===== src/rtl/uart_axi_arb_pkg.sv =====
// Shared types for the two-requester AXI4-Lite arbiter in front of the UART slave.
// Holds the FSM state encodings and the AXI response codes.
package uart_axi_arb_pkg;

    typedef enum logic [1:0] {WIdle, WAddr, WResp} wr_state_e;
    typedef enum logic [1:0] {RIdle, RAddr, RData} rd_state_e;

    localparam logic [1:0] RESP_OKAY   = 2'b00;
    localparam logic [1:0] RESP_SLVERR = 2'b10;

endpackage


===== src/rtl/uart_axi_rr_arb2.sv =====
// Two-way round-robin picker: the requester named by i_prio wins a tie.
module uart_axi_rr_arb2 (
    input  logic [1:0] i_req,
    input  logic       i_prio,
    output logic [1:0] o_grant
);

    always_comb begin
        o_grant = 2'b00;
        if (i_req[i_prio]) begin
            o_grant[i_prio] = 1'b1;
        end else if (i_req[~i_prio]) begin
            o_grant[~i_prio] = 1'b1;
        end
    end

endmodule


===== src/rtl/uart_axi_arbiter.sv =====
// Shares the UART AXI4-Lite slave between two masters; write and read paths are
// arbitrated independently, one outstanding transaction each.
module uart_axi_arbiter
    import uart_axi_arb_pkg::*;
#(
    parameter int unsigned ADDR_W = 32,
    parameter int unsigned DATA_W = 32
) (
    input  logic                  s_axi_aclk,
    input  logic                  s_axi_areset,
    input  logic [ADDR_W-1:0]     s0_axi_awaddr,
    input  logic                  s0_axi_awvalid,
    output logic                  s0_axi_awready,
    input  logic [DATA_W-1:0]     s0_axi_wdata,
    input  logic [DATA_W/8-1:0]   s0_axi_wstrb,
    input  logic                  s0_axi_wvalid,
    output logic                  s0_axi_wready,
    output logic [1:0]            s0_axi_bresp,
    output logic                  s0_axi_bvalid,
    input  logic                  s0_axi_bready,
    input  logic [ADDR_W-1:0]     s0_axi_araddr,
    input  logic                  s0_axi_arvalid,
    output logic                  s0_axi_arready,
    output logic [DATA_W-1:0]     s0_axi_rdata,
    output logic [1:0]            s0_axi_rresp,
    output logic                  s0_axi_rvalid,
    input  logic                  s0_axi_rready,
    input  logic [ADDR_W-1:0]     s1_axi_awaddr,
    input  logic                  s1_axi_awvalid,
    output logic                  s1_axi_awready,
    input  logic [DATA_W-1:0]     s1_axi_wdata,
    input  logic [DATA_W/8-1:0]   s1_axi_wstrb,
    input  logic                  s1_axi_wvalid,
    output logic                  s1_axi_wready,
    output logic [1:0]            s1_axi_bresp,
    output logic                  s1_axi_bvalid,
    input  logic                  s1_axi_bready,
    input  logic [ADDR_W-1:0]     s1_axi_araddr,
    input  logic                  s1_axi_arvalid,
    output logic                  s1_axi_arready,
    output logic [DATA_W-1:0]     s1_axi_rdata,
    output logic [1:0]            s1_axi_rresp,
    output logic                  s1_axi_rvalid,
    input  logic                  s1_axi_rready,
    output logic [ADDR_W-1:0]     m_axi_awaddr,
    output logic                  m_axi_awvalid,
    input  logic                  m_axi_awready,
    output logic [DATA_W-1:0]     m_axi_wdata,
    output logic [DATA_W/8-1:0]   m_axi_wstrb,
    output logic                  m_axi_wvalid,
    input  logic                  m_axi_wready,
    input  logic [1:0]            m_axi_bresp,
    input  logic                  m_axi_bvalid,
    output logic                  m_axi_bready,
    output logic [ADDR_W-1:0]     m_axi_araddr,
    output logic                  m_axi_arvalid,
    input  logic                  m_axi_arready,
    input  logic [DATA_W-1:0]     m_axi_rdata,
    input  logic [1:0]            m_axi_rresp,
    input  logic                  m_axi_rvalid,
    output logic                  m_axi_rready,
    output logic [1:0]            wr_grant,
    output logic [1:0]            rd_grant
);

    wr_state_e  r_wr_state;
    rd_state_e  r_rd_state;
    logic [1:0] r_wr_grant, r_rd_grant;
    logic       r_wr_prio, r_rd_prio;
    logic       r_aw_done, r_w_done, r_ar_done;

    logic [1:0] w_wr_pick, w_rd_pick;
    logic       w_run, w_wsel, w_rsel;
    logic       w_in_waddr, w_in_wresp, w_in_raddr, w_in_rdata;
    logic       w_aw_hs, w_w_hs, w_b_hs, w_ar_hs, w_r_hs;

    uart_axi_rr_arb2 u_wr_arb (
        .i_req   ({s1_axi_awvalid, s0_axi_awvalid}),
        .i_prio  (r_wr_prio),
        .o_grant (w_wr_pick)
    );

    uart_axi_rr_arb2 u_rd_arb (
        .i_req   ({s1_axi_arvalid, s0_axi_arvalid}),
        .i_prio  (r_rd_prio),
        .o_grant (w_rd_pick)
    );

    // Handshake outputs are gated by reset so they read 0 in every reset cycle.
    assign w_run      = ~s_axi_areset;
    assign w_wsel     = r_wr_grant[1];
    assign w_rsel     = r_rd_grant[1];
    assign w_in_waddr = w_run && (r_wr_state == WAddr);
    assign w_in_wresp = w_run && (r_wr_state == WResp);
    assign w_in_raddr = w_run && (r_rd_state == RAddr);
    assign w_in_rdata = w_run && (r_rd_state == RData);

    assign w_aw_hs = m_axi_awvalid & m_axi_awready;
    assign w_w_hs  = m_axi_wvalid & m_axi_wready;
    assign w_b_hs  = m_axi_bvalid & m_axi_bready;
    assign w_ar_hs = m_axi_arvalid & m_axi_arready;
    assign w_r_hs  = m_axi_rvalid & m_axi_rready;

    always_ff @(posedge s_axi_aclk) begin
        if (s_axi_areset) begin
            r_wr_state <= WIdle;
            r_wr_grant <= 2'b00;
            r_wr_prio  <= 1'b0;
            r_aw_done  <= 1'b0;
            r_w_done   <= 1'b0;
        end else begin
            unique case (r_wr_state)
                WIdle: if (|w_wr_pick) begin
                    r_wr_grant <= w_wr_pick;
                    r_aw_done  <= 1'b0;
                    r_w_done   <= 1'b0;
                    r_wr_state <= WAddr;
                end
                WAddr: begin
                    r_aw_done <= r_aw_done | w_aw_hs;
                    r_w_done  <= r_w_done | w_w_hs;
                    if ((r_aw_done | w_aw_hs) && (r_w_done | w_w_hs)) r_wr_state <= WResp;
                end
                WResp: if (w_b_hs) begin
                    r_wr_prio  <= r_wr_grant[0];
                    r_wr_grant <= 2'b00;
                    r_wr_state <= WIdle;
                end
                default: r_wr_state <= WIdle;
            endcase
        end
    end

    always_ff @(posedge s_axi_aclk) begin
        if (s_axi_areset) begin
            r_rd_state <= RIdle;
            r_rd_grant <= 2'b00;
            r_rd_prio  <= 1'b0;
            r_ar_done  <= 1'b0;
        end else begin
            unique case (r_rd_state)
                RIdle: if (|w_rd_pick) begin
                    r_rd_grant <= w_rd_pick;
                    r_ar_done  <= 1'b0;
                    r_rd_state <= RAddr;
                end
                RAddr: if (w_ar_hs) begin
                    r_ar_done  <= 1'b1;
                    r_rd_state <= RData;
                end
                RData: if (w_r_hs) begin
                    r_rd_prio  <= r_rd_grant[0];
                    r_rd_grant <= 2'b00;
                    r_rd_state <= RIdle;
                end
                default: r_rd_state <= RIdle;
            endcase
        end
    end

    assign wr_grant = w_run ? r_wr_grant : 2'b00;
    assign rd_grant = w_run ? r_rd_grant : 2'b00;

    assign m_axi_awaddr  = w_wsel ? s1_axi_awaddr : s0_axi_awaddr;
    assign m_axi_awvalid = w_in_waddr & ~r_aw_done & (w_wsel ? s1_axi_awvalid : s0_axi_awvalid);
    assign m_axi_wdata   = w_wsel ? s1_axi_wdata : s0_axi_wdata;
    assign m_axi_wstrb   = w_wsel ? s1_axi_wstrb : s0_axi_wstrb;
    assign m_axi_wvalid  = w_in_waddr & ~r_w_done & (w_wsel ? s1_axi_wvalid : s0_axi_wvalid);
    assign m_axi_bready  = w_in_wresp & (w_wsel ? s1_axi_bready : s0_axi_bready);

    assign s0_axi_awready = w_in_waddr & r_wr_grant[0] & ~r_aw_done & m_axi_awready;
    assign s1_axi_awready = w_in_waddr & r_wr_grant[1] & ~r_aw_done & m_axi_awready;
    assign s0_axi_wready  = w_in_waddr & r_wr_grant[0] & ~r_w_done & m_axi_wready;
    assign s1_axi_wready  = w_in_waddr & r_wr_grant[1] & ~r_w_done & m_axi_wready;
    assign s0_axi_bvalid  = w_in_wresp & r_wr_grant[0] & m_axi_bvalid;
    assign s1_axi_bvalid  = w_in_wresp & r_wr_grant[1] & m_axi_bvalid;
    assign s0_axi_bresp   = m_axi_bresp;
    assign s1_axi_bresp   = m_axi_bresp;

    assign m_axi_araddr  = w_rsel ? s1_axi_araddr : s0_axi_araddr;
    assign m_axi_arvalid = w_in_raddr & ~r_ar_done & (w_rsel ? s1_axi_arvalid : s0_axi_arvalid);
    assign m_axi_rready  = w_in_rdata & (w_rsel ? s1_axi_rready : s0_axi_rready);

    assign s0_axi_arready = w_in_raddr & r_rd_grant[0] & ~r_ar_done & m_axi_arready;
    assign s1_axi_arready = w_in_raddr & r_rd_grant[1] & ~r_ar_done & m_axi_arready;
    assign s0_axi_rvalid  = w_in_rdata & r_rd_grant[0] & m_axi_rvalid;
    assign s1_axi_rvalid  = w_in_rdata & r_rd_grant[1] & m_axi_rvalid;
    assign s0_axi_rdata   = m_axi_rdata;
    assign s1_axi_rdata   = m_axi_rdata;
    assign s0_axi_rresp   = m_axi_rresp;
    assign s1_axi_rresp   = m_axi_rresp;

endmodule


===== config.mk =====
export PLATFORM = sky130hd
export DESIGN_NAME = uart_axi_arbiter
export DESIGN_NICKNAME = d
export VERILOG_FILES = /design/src/rtl/uart_axi_arb_pkg.sv /design/src/rtl/uart_axi_rr_arb2.sv /design/src/rtl/uart_axi_arbiter.sv
export SDC_FILE = /design/constraint.sdc
export NUM_CORES = 1
export LEC_CHECK = 0
export CAP_MARGIN = 5
export CORE_AREA = 2 2 172 174
export CTS_CLUSTER_DIAMETER = 40
export DETAILED_ROUTE_END_ITERATION = 7
export DIE_AREA = 0 0 174 176
export GPL_TIMING_DRIVEN = 1
export SYNTH_ARGS = -nofsm -noshare
export SYNTH_HDL_FRONTEND = slang
export SYNTH_SLANG_ARGS = --single-unit

===== constraint.sdc =====
create_clock -name s_axi_aclk -period 1.6 [get_ports s_axi_aclk]
set_clock_uncertainty 0.1 [all_clocks]
set_input_delay 0.4 -clock s_axi_aclk [delete_from_list [all_inputs] [get_ports s_axi_aclk]]
set_output_delay 0.4 -clock s_axi_aclk [all_outputs]
set_load 0.01 [all_outputs]

After elaboration in Yosys (flattened, before gate mapping). Index checks and enable logic that the tools add are counted.

Bits in registers: 13. Bits in latches: 0. Memory bits (writable): 0. Memory bits (read-only): 0. Input port bits: 253. Output and inout port bits: 191. Logic and storage cells: 146. Memories kept: 0.

Add/sub/neg operators: 0. Multiply operators: 0. Divide/modulo/power cells: 0. $lt $le $gt $ge: 8. Equal/unequal tests: 10. Shifts and indexed selects: 0. Mux-type cells: 49. Bitwise operators: 45. Reduce and logical (&&, ||, !) cells: 25.

Operator list (count): $mux 32 (3); $and 1x1->1 (37); $mux 2 (14); $mux 1 (20); $reduce_and 3->1 (5); $pmux 2 s3 (2); $ne 2x2->1 const B (5); $logic_and 1x1->1 (9); $lt 1x2->1 const B (4); $pmux 2 s2 (2); $reduce_bool 2->1 (4); $not 1->1 (6); $pmux 1 s2 (3); $reduce_and 2->1 (3); $demux 1 s1 (4); $eq 2x1->1 const B (2); $eq 2x2->1 const B (2); $ge 1x1->1 const B (4); $logic_not 2->1 (2); $mux 4 (1); $reduce_or 2->1 (2); $ne 2x1->1 const B (1); $or 1x1->1 (2).

Logic depth before layout (Yosys ltp).
Depth in word-level cells: 10. Depth in mapped cells: 5. Gate-level depth less buffers: 4.

Hierarchy. A second synthesis with hierarchy kept.

Cell total of the unflattened synthesis: 291. Area, all modules: 2558.7 sq um.

By module, submodules not included: uart_axi_arbiter (times used 1, cells an instance 285, area each 2521.2 sq um, seq. area each 260.2 sq um); uart_axi_rr_arb2 (times used 2, cells an instance 3, area each 18.8 sq um, seq. area each 0.0 sq um).

Worst setup path before layout. OpenSTA, ideal clock, no wires.

Kind: reg-to-output. Start point: register r_rd_grant[1]. End point: output port m_axi_araddr[0]. Arrival time: 1.224 ns. Data required time: 1.100 ns. Setup slack: -0.124 ns. Stages on the path, launching flop included: 4. Path buffers: 2. Path through: dfxtp_1 > buf_2 > buf_1 > mux2_2.

Longest elaborated chain between the ends: 1.

RTL lines: start, declared (RTL line uart_axi_arbiter.sv:68) `logic [1:0] r_wr_grant, r_rd_grant;`; start signal, assigned (RTL line uart_axi_arbiter.sv:143) `r_rd_grant <= w_rd_pick;`; $mux 32 (RTL line uart_axi_arbiter.sv:180) `assign m_axi_araddr = w_rsel ? s1_axi_araddr : s0_axi_araddr;`; end, declared (RTL line uart_axi_arbiter.sv:55) `output logic [ADDR_W-1:0] m_axi_araddr,`.

No other way between the ends.

Worst setup path after layout.
Start point: register r_wr_grant[1]. End point: output port m_axi_wdata[1].

Longest elaborated chain between the ends: 1.

RTL lines: start, declared (RTL line uart_axi_arbiter.sv:68); start signal, assigned (RTL line uart_axi_arbiter.sv:114) `r_wr_grant <= w_wr_pick;`; $mux 32 (RTL line uart_axi_arbiter.sv:166) `assign m_axi_wdata = w_wsel ? s1_axi_wdata : s0_axi_wdata;`; end, declared (RTL line uart_axi_arbiter.sv:48) `output logic [DATA_W-1:0] m_axi_wdata,`.

No other way between the ends.

==> run summary <==
status - finished, violations left
failing checks - negative setup slack
vias in the first global route - 3,772
first-pass GRT wire length - 22.27 mm
number of antenna violations at the first check in global routing - 5
largest net degree at the start of global routing - 13
CTS H-Tree Depth - 1
type of the worst setup path - reg2out
clock sinks - 13
gr ovfl total - 0
Fin. Hold Viols - 0
r2r setup slk - -0.34 ns
Synth Area in Compound Gates - 3.804%
max_slew headroom - 80.32%
CP endpoint kind - output port
die width - 174 um
Post-Syn Instances - 281
Critical Path AT - 1.45 ns
#FFs+latches synth - 13
pwr/cell area - 370.0 mW/mm2
fin nets - 877
YS warnings - 0
commonest cells after routing, fill and taps aside - 206 x clkdlybuf4s50_1, 117 x buf_6, 85 x mux2_4, 40 x buf_4, 17 x mux2_2
fraction of layout cells with a size suffix above 1 - 56.66%
final setup fails - 127
crit share post-route - 121.9%
largest family of logic cells by synthesized area - multiplexers
design area - 0.007435 mm2
clock-pin slew on the worst setup and hold paths - 0.05 ns
DP HPWL - 12.70 mm
Simple-Gate Fraction of Synth Area - 13.06%
Num CTS Buffers - 3
Post-Synth Adder-Cell Area - 0%
Unique masters post-synth - 29
area grow syn2layout - 197.4%
xor and xnor area share after synthesis - 0%
Mean Syn Cell Area - 8.896 um2
Clock Latency Late Sink - 0.24 ns
RSZ-0062 raised after global routing - true
Critical Path Source Type - register
worst vdd ir - 0.3240 mV
Syn Std Cell Area - 0.002500 mm2
gpl congestion - 0.7087
Mapped Nets - 534
drt drc - 0
IO Pins - 444
core box area - 0.02855 mm2
vias - 3,472
WL final - 16.23 mm
Pleak - 0.003152 uW
Hold WC Path Type - in2reg
Max Cap Viol - 0
Slew @ Worst Pin - 0.2936 ns
# hold bufs at CTS - 0
Die Area - 0.03062 mm2
min cycle time layout - 1.951 ns
post-route ant nets - 0
Highest Clock Rate - 512.5 MHz
die height - 176 um
vias per cell - 3.444
Initial DRC Count - 49
multiplexer share of the synthesized area - 48.35%
CTS tree - yes
Total GRT Usage - 9.371%
Pre-antenna DRT Iters - 4
post-DR wirelength/cell - 16.10 um
Critical Path Fanout Max - 8
starting density of the core - 8.757%
Post-DP Area - 0.006173 mm2
Clock Tree Root - clkbuf_16
IO buf count - 335
leading cell type in the layout, fill and taps excluded - clkdlybuf4s50_1
post-synthesis sequential area ratio - 10.41%
Pins Over Slew Limit - 0
utilization after layout - 26.04%
Worst EP required - 1.10 ns
FP Rows - 62
Max Root-Sink Buffers - 2
setup ws final - -0.3510 ns
-- cell families (layout without fill, tap and decap cells) --
| logic type | Yosys count | in the layout |
|---|---|---|
| other | 0 | 1 |
| multiplexers | 108 | 108 |
| flip-flops | 13 | 13 |
| buffers and inverters | 89 | 431 |
| AO/OA/AOI/OAI | 15 | 15 |
| AND/OR/NAND/NOR | 56 | 56 |
-- final cells by class --
| type | count | area (um2) |
|---|---|---|
| fillers | 3072 | 21110 |
| repair buffers | 424 | 4423 |
| multi-input cells | 179 | 2162 |
| well taps | 384 | 480.5 |
| flip-flops and latches | 13 | 276.5 |
| clock buffers | 4 | 78.83 |
| inverters | 3 | 11.26 |
| diodes | 1 | 2.502 |
-- cells in the mapped netlist --
cell type	number	area (um2)
a21bo_1	1	10.01
clkbuf_1	9	33.78
nor2_1	14	52.55
nand2_1	5	18.77
dfxtp_1	13	260.3
nand2b_1	6	37.54
nand3b_1	4	30.03
inv_1	3	11.26
o31ai_1	2	15.01
nor2b_1	4	25.02
a21oi_1	7	35.03
nor4_1	2	12.51
buf_1	3	11.26
a2bb2oi_2	1	15.01
mux2i_1	6	60.06
nor4bb_1	1	10.01
nor3b_1	1	7.510
and2_1	2	12.51
o21ai_0	4	20.02
or3b_2	2	17.52
buf_4	73	548.0
nor3_1	2	10.01
and3_1	4	25.02
or4b_4	1	13.76
and2b_1	1	7.510
nand3_1	4	20.02
buf_2	1	5.000
mux2_2	102	1149
nor4b_1	3	26.28
-- routing by layer --
layer  global-route usage [%]  wire, um
met5                        0        13
met1                    9.524      5587
met3                    3.618      1596
met2                    18.44      8777
met4                    1.225       257
-- critical path: stages (launching register included) --
cell and delay, ns:
dfxtp_4 0.39, buf_6 0.16, buf_12 0.13, buf_4 0.11, mux2_4 0.29, buf_6 0.12
-- stage by stage --
| stage | setup TNS, ns | hold slack [ns] | std cells | total power, uW | setup WS [ns] |
|---|---|---|---|---|---|
| after floorplan | -0.09938 | 0.3456 | 281 | 1002 | -0.03149 |
| after global placement | -67.87 | 0.3727 | 958 | 1896 | -0.9802 |
| after detailed placement | -68.85 | 0.3813 | 958 | 1901 | -1.024 |
| after CTS | -40.80 | 0.3496 | 997 | 2544 | -0.4457 |
| after global routing | -37.19 | 0.3359 | 1007 | 2893 | -0.4135 |
| final | -30.83 | 0.3397 | 1008 | 2751 | -0.3510 |
-- power by group --
| group | internal, uW | leakage [uW] | switching, uW |
|---|---|---|---|
| registers | 338 | 0.000110 | 22.2 |
| clock network | 336 | 0.0000382 | 138 |
| logic | 1330 | 0.00300 | 586 |
| total | 2010 | 0.00315 | 746 |
-- final timing paths --
check,start,to,cells past startpoint
min,s_axi_areset,r_aw_done$_SDFFE_PP0P_,3
max reg2reg,r_wr_grant[1]$_SDFFE_PP0P_,r_wr_state[1]$_SDFFE_PP0P_,7
min reg2reg,r_wr_prio$_SDFFE_PP0P_,r_wr_prio$_SDFFE_PP0P_,2
max,r_wr_grant[1]$_SDFFE_PP0P_,m_axi_wdata[1],5
-- state kept, by name (all words and copies together), names as in the netlist --
register / flops
r_rd_grant: 2
r_wr_state: 2
r_ar_done: 1
r_rd_prio: 1
r_wr_grant: 2
r_rd_state: 2
r_w_done: 1
r_aw_done: 1
r_wr_prio: 1
-- what timing repair did --
action                                  CTS  global route
gates cloned                              5             2
buffers inserted                         30            15
endpoints found under the setup margin  130           130
gates resized for setup                 542           218
endpoints found under the hold margin     0             0
pin swaps                                13             9
No activity file was read; power rests on OpenSTA's default activity.
==> RTL edit (same flow settings) <==
The 3 states of `rd_state_e` get a one-hot encoding in 3 bits.
--- a/src/rtl/uart_axi_arb_pkg.sv
+++ b/src/rtl/uart_axi_arb_pkg.sv
@@ -3,7 +3,7 @@
 package uart_axi_arb_pkg;
 
     typedef enum logic [1:0] {WIdle, WAddr, WResp} wr_state_e;
-    typedef enum logic [1:0] {RIdle, RAddr, RData} rd_state_e;
+    typedef enum logic [2:0] {RIdle = 3'b001, RAddr = 3'b010, RData = 3'b100} rd_state_e;
 
     localparam logic [1:0] RESP_OKAY   = 2'b00;
     localparam logic [1:0] RESP_SLVERR = 2'b10;
Check against the original RTL: no difference found for any inputs over 4 cycles, from zero or initial values and one cycle with s_axi_areset high; so few cycles prove little.
==> RTL edit against the unedited design <==
  * The run still ends with negative setup slack left
  * Synthesized area increased by 4.1%
  * Cell area increased by 4.0%
  * Highest routed layer is now met4
  * Setup slack got worse by 0.046 ns
  * Total power increased by 12%
  * Largest power group unchanged
  * Critical path depth unchanged
  * Sequential cell count increased by 1
  * Sequential share of layout area increased by 0.18 points
  * Wire length increased by 7.5%
  * Register-to-register slack improved by 0.10 ns
==> RTL edit: results (changes against the unedited design) <==
Synth area leaders=mux2_2, buf_4, dfxtp_1; setup slack, reg-to-reg=-0.24 ns (+0.10 ns); setup bufs post-CTS=38 (+27%); nets=893 (+1.8%); initial antenna violation count=1 (-4); DP HPWL=13.21 mm (+4.0%); worst-path maximum fanout=7 (-1); sw frac=0.2907 (+0.01964); Ant. Diodes=0 (-1); hold endpoint=r_wr_prio; Post-DP Area=0.006225 mm^2 (+0.83%); hold_ws=0.3435 ns (+0.003728 ns); post-synthesis cell count=293 (+4.3%); routability cong.=0.7253 (+2.3%); dpl ws=-1.032 ns (-0.008090 ns); largest net degree at the start of global routing=12 (-1); setup ws final=-0.3969 ns (-0.04590 ns); crit path DAT=1.50 ns (+0.05 ns); status=finished with violations; number of global-route vias before repair=3736 (-0.95%); layout cell share with drive strength beyond 1=0.5759 (+0.009287); final setup fails=127 (unchanged); Inst Count DP=972 (+1.5%); count of cell types in the netlist=37 (+28%); CTS resizes=773 (+43%); worst vdd ir=0.2034 mV (-37%); Max stage delay on crit path=0.35 ns (-0.04 ns); Avg WL per Cell=17.06 um (+5.9%); failing checks=negative setup slack; first-pass GRT wire length=24.08 mm (+8.1%); worst reg-to-reg path cell count=8 (+1)
[RTL edit: worst max-delay path by stage]
stage	from	to	cells past startpoint
finish	r_wr_grant[1]	m_axi_wstrb[2]	5
floorplan	r_wr_grant[1]	m_axi_wdata[24]	4
global placement	s_axi_areset	s1_axi_arready	6
detailed placement	s_axi_areset	s0_axi_arready	6
global route	r_wr_grant[1]	m_axi_bready	6
CTS	r_wr_grant[1]	m_axi_wdata[24]	4
[RTL edit: power groups by stage]
stage / registers (W) / clock network, W / logic [W]
detailed placement: 0.000394 / 0 / 0.00165
floorplan: 0.000390 / 0 / 0.000693
finish: 0.000394 / 0.000504 / 0.00217
CTS: 0.000393 / 0.000513 / 0.00216
global route: 0.000395 / 0.000527 / 0.00228
global placement: 0.000395 / 0 / 0.00164
[RTL edit: metal layers]
layer  routed length (um)  GRT usage
met1                 7295     0.1359
met2                 8458     0.1721
met3                 1268    0.02390
met4                  428    0.02416
met5                    0          0
[RTL edit: cell type report]
class / count / area (um^2)
fillers: 3035 / 20810
repair buffers: 429 / 4563
multi-input cells: 188 / 2296
well taps: 384 / 480.5
flip-flops and latches: 14 / 301.5
clock buffers: 4 / 78.83
inverters: 4 / 15.01
[RTL edit: cell families (layout without fill, tap and decap cells)]
kind of cell | count (synthesis) | after routing | synth area share
mux | 107 | 107 | 0.4625
simple gates | 59 | 59 | 0.1260
flops | 14 | 14 | 0.1077
buf+inv | 91 | 437 | 0.2452
compound gates | 22 | 22 | 0.05866
[RTL edit: worst reg2reg max path, cell delays in order, from the launching register on]
cell	delay, ns
dfxtp_4	0.35
buf_8	0.14
buf_6	0.12
mux2_4	0.33
buf_4	0.15
buf_6	0.11
a31oi_4	0.18
nor2_2	0.06
a22o_1	0.19
